## src/rtl/rr_resource_arbiter.sv

```systemverilog
// Round-robin arbiter granting one shared resource to NUM_REQ requesters, with a bounded hold time
// that applies only while other requesters are waiting. Optional owner lock via `define ARB_LOCK_EN.
//
// state | meaning
// IDLE  | no owner; any request is granted at the next edge
// OWNED | grant_q holds the one-hot owner; release checked every edge
module rr_resource_arbiter #(
  parameter  int NUM_REQ  = 4,
  parameter  int MAX_HOLD = 8,
  localparam int IDW      = $clog2(NUM_REQ)
) (
  input  logic               clk,
  input  logic               reset_L,
  input  logic [NUM_REQ-1:0] req,
`ifdef ARB_LOCK_EN
  input  logic               lock,
`endif
  output logic [NUM_REQ-1:0] grant,
  output logic [IDW-1:0]     grant_id,
  output logic               busy,
  output logic               preempt
);

  localparam int             HCW      = $clog2(MAX_HOLD);
  localparam logic [HCW-1:0] HOLD_SAT = HCW'(MAX_HOLD - 1);

  typedef enum logic {IDLE, OWNED} state_t;

  state_t             state_q,   state_d;
  logic [NUM_REQ-1:0] grant_q,   grant_d;
  logic [IDW-1:0]     grant_id_q, grant_id_d;
  logic               busy_q,    busy_d;
  logic               preempt_q, preempt_d;
  logic [HCW-1:0]     hold_q,    hold_d;
  logic [IDW-1:0]     rr_ptr_q,  rr_ptr_d;

  logic               owner_req;
  logic               others_waiting;
  logic               lock_hold;
  logic               vol_release;
  logic               timeout;
  logic [IDW-1:0]     ptr_inc;
  logic [IDW-1:0]     search_ptr;
  logic [NUM_REQ-1:0] search_req;
  logic [IDW:0]       search_res;
  logic               win_found;
  logic [IDW-1:0]     win_id;

  // First set bit at or above ptr, wrapping; MSB of the result flags a hit.
  function automatic logic [IDW:0] find_winner(input logic [NUM_REQ-1:0] r,
                                               input logic [IDW-1:0]     ptr);
    logic           found;
    logic [IDW-1:0] win;
    int             idx;
    found = 1'b0;
    win   = '0;
    for (int k = 0; k < NUM_REQ; k++) begin
      idx = (int'(ptr) + k) % NUM_REQ;
      if (!found && r[idx]) begin
        found = 1'b1;
        win   = IDW'(idx);
      end
    end
    return {found, win};
  endfunction

  assign owner_req      = |(req & grant_q);
  assign others_waiting = |(req & ~grant_q);

`ifdef ARB_LOCK_EN
  assign lock_hold = lock & owner_req;
`else
  assign lock_hold = 1'b0;
`endif

  assign vol_release = ~owner_req;
  assign timeout     = (hold_q == HOLD_SAT) && others_waiting && !lock_hold;
  assign ptr_inc     = (grant_id_q == IDW'(NUM_REQ - 1)) ? '0 : grant_id_q + IDW'(1);

  // One search serves both cases: fresh grant from IDLE, or handoff excluding the releasing owner.
  assign search_ptr = (state_q == OWNED) ? ptr_inc : rr_ptr_q;
  assign search_req = (state_q == OWNED) ? (req & ~grant_q) : req;
  assign search_res = find_winner(search_req, search_ptr);
  assign win_found  = search_res[IDW];
  assign win_id     = search_res[IDW-1:0];

  always_comb begin
    state_d    = state_q;
    grant_d    = grant_q;
    grant_id_d = grant_id_q;
    busy_d     = busy_q;
    preempt_d  = 1'b0;
    hold_d     = hold_q;
    rr_ptr_d   = rr_ptr_q;

    if (state_q == IDLE) begin
      if (win_found) begin
        state_d    = OWNED;
        grant_d    = NUM_REQ'(1) << win_id;
        grant_id_d = win_id;
        busy_d     = 1'b1;
        hold_d     = '0;
      end
    end else begin
      if (vol_release || timeout) begin
        rr_ptr_d = ptr_inc;
        if (win_found) begin
          grant_d    = NUM_REQ'(1) << win_id;
          grant_id_d = win_id;
          hold_d     = '0;
          preempt_d  = ~vol_release;
        end else begin
          // grant_id deliberately keeps the last owner
          state_d = IDLE;
          grant_d = '0;
          busy_d  = 1'b0;
          hold_d  = '0;
        end
      end else if (hold_q != HOLD_SAT) begin
        hold_d = hold_q + HCW'(1);
      end
    end
  end

  always_ff @(posedge clk or negedge reset_L) begin
    if (!reset_L) begin
      state_q    <= IDLE;
      grant_q    <= '0;
      grant_id_q <= '0;
      busy_q     <= 1'b0;
      preempt_q  <= 1'b0;
      hold_q     <= '0;
      rr_ptr_q   <= '0;
    end else begin
      state_q    <= state_d;
      grant_q    <= grant_d;
      grant_id_q <= grant_id_d;
      busy_q     <= busy_d;
      preempt_q  <= preempt_d;
      hold_q     <= hold_d;
      rr_ptr_q   <= rr_ptr_d;
    end
  end

  assign grant    = grant_q;
  assign grant_id = grant_id_q;
  assign busy     = busy_q;
  assign preempt  = preempt_q;

  a_onehot : assert property (@(posedge clk) disable iff (!reset_L) $onehot0(grant_q));
  a_busy   : assert property (@(posedge clk) disable iff (!reset_L) busy_q == (|grant_q));
  a_owner  : assert property (@(posedge clk) disable iff (!reset_L) busy_q |-> grant_q[grant_id_q]);

endmodule
```

## config.mk

```make
export PLATFORM = sky130hd
export DESIGN_NAME = rr_resource_arbiter
export DESIGN_NICKNAME = d
export VERILOG_FILES = /design/src/rtl/rr_resource_arbiter.sv
export SDC_FILE = /design/constraint.sdc
export NUM_CORES = 1
export LEC_CHECK = 0
export ABC_CLOCK_PERIOD_IN_PS = 2300
export BUFFER_PORTS_ARGS = -buffer_cell sky130_fd_sc_hd__clkbuf_2
export CORE_UTILIZATION = 57
export CTS_BUF_LIST = sky130_fd_sc_hd__clkbuf_8
export CTS_CLUSTER_DIAMETER = 80
export DETAILED_ROUTE_END_ITERATION = 16
export PLACE_DENSITY_LB_ADDON = 0.2
export SLEW_MARGIN = 20
export SYNTH_ARGS = -nofsm -noshare
export SYNTH_HDL_FRONTEND = slang
export SYNTH_SLANG_ARGS = --single-unit
```

## constraint.sdc

```tcl
create_clock -name clk -period 2.3 [get_ports clk]
set_input_delay 0 -clock clk [delete_from_list [all_inputs] [get_ports clk]]
set_output_delay 0 -clock clk [all_outputs]
set_load 0.005 [all_outputs]
```

Word-level counts from Yosys, hierarchy flattened

Index checks and enable logic that the tools add are counted.
Widths: inputs -> output; s select.

Bits in registers: 14
Output and inout bits: 8

Add/sub/neg operators: 5
$lt $le $gt $ge: 4
Equality and inequality tests: 6
Shift-type cells: 1
Muxes and demuxes: 43
Bitwise operators: 7
Reduce and logical (&&, ||, !) cells: 18

Operators by type and width:

| cell                | count |
|---|---|
| $mux 1              | 21 |
| $mux 4              | 5 |
| $mux 2              | 9 |
| $lt 3x4->1 const B  | 3 |
| $mux 3              | 4 |
| $and 4x4->4         | 2 |
| $bmux 1 s2          | 4 |
| $reduce_or 4->1     | 2 |
| $reduce_and 2->1    | 3 |
| $reduce_or 2->1     | 3 |
| $add 2x1->2 const B | 2 |
| $add 2x2->2 const B | 2 |
| $logic_and 1x1->1   | 4 |
| $not 4->4           | 1 |
| $shl 1x2->4 const A | 1 |
| $add 3x1->3 const B | 1 |
| $and 1x1->1 const A | 3 |
| $eq 3x3->1 const B  | 1 |
| $logic_not 1->1     | 3 |
| $lt 2x3->1 const B  | 1 |
| $ne 3x1->1 const B  | 1 |
| $ne 3x3->1 const B  | 1 |
| $reduce_and 3->1    | 1 |
| $eq 2x2->1 const B  | 1 |
| 5 further kinds     | 5 |

Longest topological paths before layout

Depth in word-level cells: 21
Depth in mapped cells: 6

Least setup slack after synthesis

Ideal clock, no wire load.

Path type: register to register
Start point: register grant_id_q[0], in the netlist grant_id[0]
End point: register grant_q[0], in the netlist grant[0]
Setup time: 121 ps
Data arrival time: 1936 ps
Setup slack: 243 ps
Stages on the path, launching flop included: 7
Path buffers: 0
Cells stage by stage: dfrtp_1 ha_1 mux2i_1 nor2b_1 a221o_1 a211o_1 a32o_2

Longest elaborated chain between the ends: 19
Elaborated cells on any way between the ends: 39
Classes of those cells: add/sub (4); eq/ne (1); shift (1); mux (25); reduce/logical (8)

RTL lines:

| what                                                                   | RTL line | source |
|---|---|---|
| from (decl)                                                            | 31       | `logic [IDW-1:0] grant_id_q, grant_id_d;` |
| from (signal assigned)                                                 | 137      | `grant_id_q <= grant_id_d;` |
| $add 2x1->2 / $eq 2x2->1 (equally long branches)                       | 78       | `assign ptr_inc = (grant_id_q == IDW'(NUM_REQ - 1)) ? '0 : grant_id_q + IDW'(1);` |
| $mux 2 (*)                                                             | 78       |  |
| net ptr_inc[1]                                                         | 42       | `logic [IDW-1:0] ptr_inc;` |
| $mux 2 (*)                                                             | 81       | `assign search_ptr = (state_q == OWNED) ? ptr_inc : rr_ptr_q;` |
| $add 2x1->2 / $bmux 1 s2 (equally long branches)                       | 58, 59   |  |
| $bmux 1 s2 / $mux 1 (equally long branches)                            | 59       | `if (!found && r[idx]) begin` |
| $mux 1 (implied by the code)                                           | 59       |  |
| $mux 1 (implied by the code) / $logic_not 1->1 (equally long branches) | 59       |  |
| [... 4 more ...]                                                       | -        |  |
| $mux 1                                                                 | 59       |  |
| $logic_not 1->1                                                        | 59       |  |
| $logic_and 1x1->1                                                      | 59       |  |
| $mux 2                                                                 | 59       |  |
| $shl 1x2->4                                                            | 99, 108  |  |
| $mux 4                                                                 | 107      | `if (win_found) begin` |
| $mux 4                                                                 | 105      | `if (vol_release \|\| timeout) begin` |
| $mux 4                                                                 | 96       | `if (state_q == IDLE) begin` |
| to (signal assigned)                                                   | 136      | `grant_q <= grant_d;` |
| to (decl)                                                              | 30       | `logic [NUM_REQ-1:0] grant_q, grant_d;` |

Mark *: on every way through the listed nets, which the timed path passes. The rest lies on a longest branch. The select of a mux whose other input is x is not followed.
A chain may end at the register's enable or synchronous reset.

Final worst setup path

Start point: register grant_id_q[1], in the netlist grant_id[1]
End point: register grant_q[0], in the netlist grant[0]

The elaborated chain is that of the path after synthesis.

==> qor.csv <==
stage,metric,value,unit
power,clkPwrFrac,14.0,%
final_layout,finalNetCount,106,
clocking,htreeDepth,1,
synthesis,synth-main-ff-cell,dfrtp_1,
sta,finalClockSkew,0.00831,ns
final_layout,multiInputGateArea,482,sq um
critical_path,reg2reg_from,grant_id[1],
floorplanning,fp.dieH,40.5,um
flow_run,cap_violations,0,
critical_path,critPathBufInv,0,
grt,grt_usage,25.2,%
power,intPower,824,uW
drt,drc,0,
sta,clock.fmax,0.471,GHz
synthesis,ys_warn_count,0,
critical_path,startpoint,grant_id[1],
grt,antenna_found_initial,0,
place,dp_slack,0.103,ns
clocking,postCtsSetupBuffers,0,
critical_path,reg2reg_to,grant[0],
sta,worst_pin_slew,0.581,ns
clocking,cts.clk_slew.worst_paths,0.06,ns
drt,first_pass_iters,4,
power,p_switching,543,uW
drt,wire_per_inst,16.2,um
final_layout,antenna_cells,0,
critical_path,crit_fanout,6,
power,p_per_area,1390,nW/um^2
critical_path,worstPathRequired,2.42,ns
synthesis,synth_edf_count,0,
sta,period_share,92.3,%
power,combPwrFrac,53.8,%
floorplanning,initial_utilization,63.2,%
critical_path,crit_chain,"ha_1, mux2i_2, nor2b_1, a221o_1, a211o_1, a32o_2",
sta,rsz0062_at_grt,false,
critical_path,r2r_cells,6,
sta,hold_viol,0,
power,leakage,0.000480,uW
final_layout,design_area,987,sq um
drt,first_iter_violations,16,
drt,wl,1780,um
floorplanning,die_x,40.5,um
synthesis,syn_area,843,sq um
critical_path,crit_family,compound AO/OA/AOI/OAI gates,
synthesis,synth_seq_cells,14,
power,ir_worst_vdd,0.918,mV
place,dp_hpwl,1320,um
final_layout,fill_cells,99,
critical_path,crit_path_start_kind,flip-flop,
final_layout,drive_gt1_share,36.8,%
place,gp_congestion,0.759,
synthesis,seq_area_frac_synth,41.5,%
critical_path,cp.depth,6,
final_layout,ff_latch_area,352,sq um
sta,fin_setup_tns,0,ns
worst_hold_path,hold_class,input port to async pin,
clocking,cts_buffer_depth,2,
grt,grt_max_degree,15,
critical_path,crit_arrival,2.24,ns
critical_path,cpPeakStageDelay,0.39,ns
drt,ant_nets,0,
critical_path,end_kind,flip-flop,
critical_path,critPathKind,flip-flop to flip-flop,
sta,relSlewSlack,60.8,%
floorplanning,core_area,1330,sq um
synthesis,async_flop_share,100,%
critical_path,critPathCapture,grant[0],
clocking,clkLatencyLatePin,0.24,ns
floorplanning,dieArea,1640,sq um
floorplanning,row_count,13,
grt,overflow,0,
power,power_frac_seq,32.2,%
synthesis,synth_cells,77,
critical_path,cpMaxStageDelayCell,dfrtp_1,
power,p_sw_share,39.7,%
synthesis,avgSynthCellArea,11.0,sq um
grt,grt_pass1_wl,2640,um
sta,setup_viol,0,
final_layout,syn_to_final_growth,17.1,%
clocking,numCtsBuffers,3,
synthesis,synthDistinctLibCells,34,
place,io_buffers,13,
critical_path,timing.reg2reg.setup_slack,0.18,ns
drt,via_count,706,
sta,period_needed,2.12,ns
drt,via_per_inst,6.42,
clocking,cts_sinks,14,
synthesis,synth_nets,86,
status,status,finished clean,
clocking,cts_root_buf,clkbuf_8,
place,place_area,931,sq um
sta,fin_ws,0.176,ns
sta,slew_violations,0,
clocking,cts_tree,done,
floorplanning,io_pins,14,
grt,grt_pass1_vias,628,
[kinds of logic (layout without fill, tap and decap cells)]
family,Yosys count,count (layout),share of synthesized area (%)
compound gates,26,26,26.1
fa+ha+maj,3,3,4.45
buf+inv,2,20,1.78
flops,14,14,41.5
mux,6,6,7.71
simple gates,26,26,18.4
[area by class of cell]
type	instances	share of cell area (%)
multi-input cells	61	48.8
flip-flops and latches	14	35.6
repair buffers	16	9.13
clock buffers	3	4.18
well taps	15	1.90
inverters	1	0.380
[worst reg2reg max path, stage by stage (launching register included)]
cell and delay [ns]:
dfrtp_1 0.39, ha_1 0.32, mux2i_2 0.30, nor2b_1 0.10
a221o_1 0.30, a211o_1 0.31, a32o_2 0.29
[placed cells by master, fill, tap and decap left out, types with 2 or more instances in the layout]
cell type | synthesis | layout
a21boi_1 | 2 | 2
a21boi_2 | 2 | 2
a21oi_1 | 2 | 2
a22o_1 | 2 | 2
a22oi_1 | 2 | 2
a32o_2 | 2 | 2
and3_2 | 2 | 2
buf_4 | 0 | 2
clkbuf_2 | 0 | 13
clkbuf_8 | 0 | 3
dfrtp_1 | 14 | 13
ha_1 | 3 | 3
mux2_2 | 4 | 4
nand2_1 | 2 | 2
nor2_1 | 7 | 7
nor2b_1 | 7 | 7
o21ai_0 | 5 | 5
[cell usage after synthesis, types with 3 or more instances]
cell type / count / area [sq um]
dfrtp_1: 14 / 350
nor2_1: 7 / 26.3
nor2b_1: 7 / 43.8
o21ai_0: 5 / 25.0
mux2_2: 4 / 45.0
ha_1: 3 / 37.5
[how the worst min path moves through the flow]
stage	start	endpoint	slack (ns)	cells after the start
finish	reset_L	busy	0.19	2
detailed placement	reset_L	busy	-0.08	1
global route	req[3]	preempt	0.23	4
global placement	reset_L	busy	-0.09	1
CTS	reset_L	busy	0.20	2
floorplan	reset_L	busy	-0.30	0
[layer usage]
| metal | vias up | share of wire, % | global-route usage, % |
|---|---|---|---|
| met1 | 338 | 47 | 32.6 |
| li1 | 337 | - | - |
| met5 | - | 0 | 0 |
| met3 | 2 | 5.2 | 1.67 |
| met4 | 0 | 1.5 | 15.0 |
| met2 | 29 | 47 | 40.9 |
[sequential cells by signal, indices dropped and copies added (netlist names)]
name	count
rr_ptr_q	2
grant	4
hold_q	3
busy	1
preempt	1
state_q	1
grant_id	2
[through the flow]
stage,cells,util [%],power [uW],hold slack [ns]
floorplan,77,-,953,-0.296
global placement,106,69.8,1130,-0.0853
detailed placement,106,69.8,1150,-0.0811
CTS,110,73.6,1360,0.197
global route,110,74.0,1460,0.234
finish,110,74.0,1370,0.191
[repair_timing]
| item | in CTS | in global routing |
|---|---|---|
| hold endpoints to repair | 14 | 0 |
| resized for setup | 0 | 2 |
| hold buffers | 1 | 0 |
| endpoints found under the setup margin | 0 | 2 |
[power groups by stage]
stage / Sequential [uW] / Combinational, uW / Clock (uW)
final: 440 / 735 / 192
after CTS: 436 / 722 / 198
after detailed placement: 440 / 712 / 0
after global placement: 434 / 692 / 0
after global routing: 452 / 803 / 206
after floorplan: 430 / 524 / 0
(Power assumes the default switching activity.)
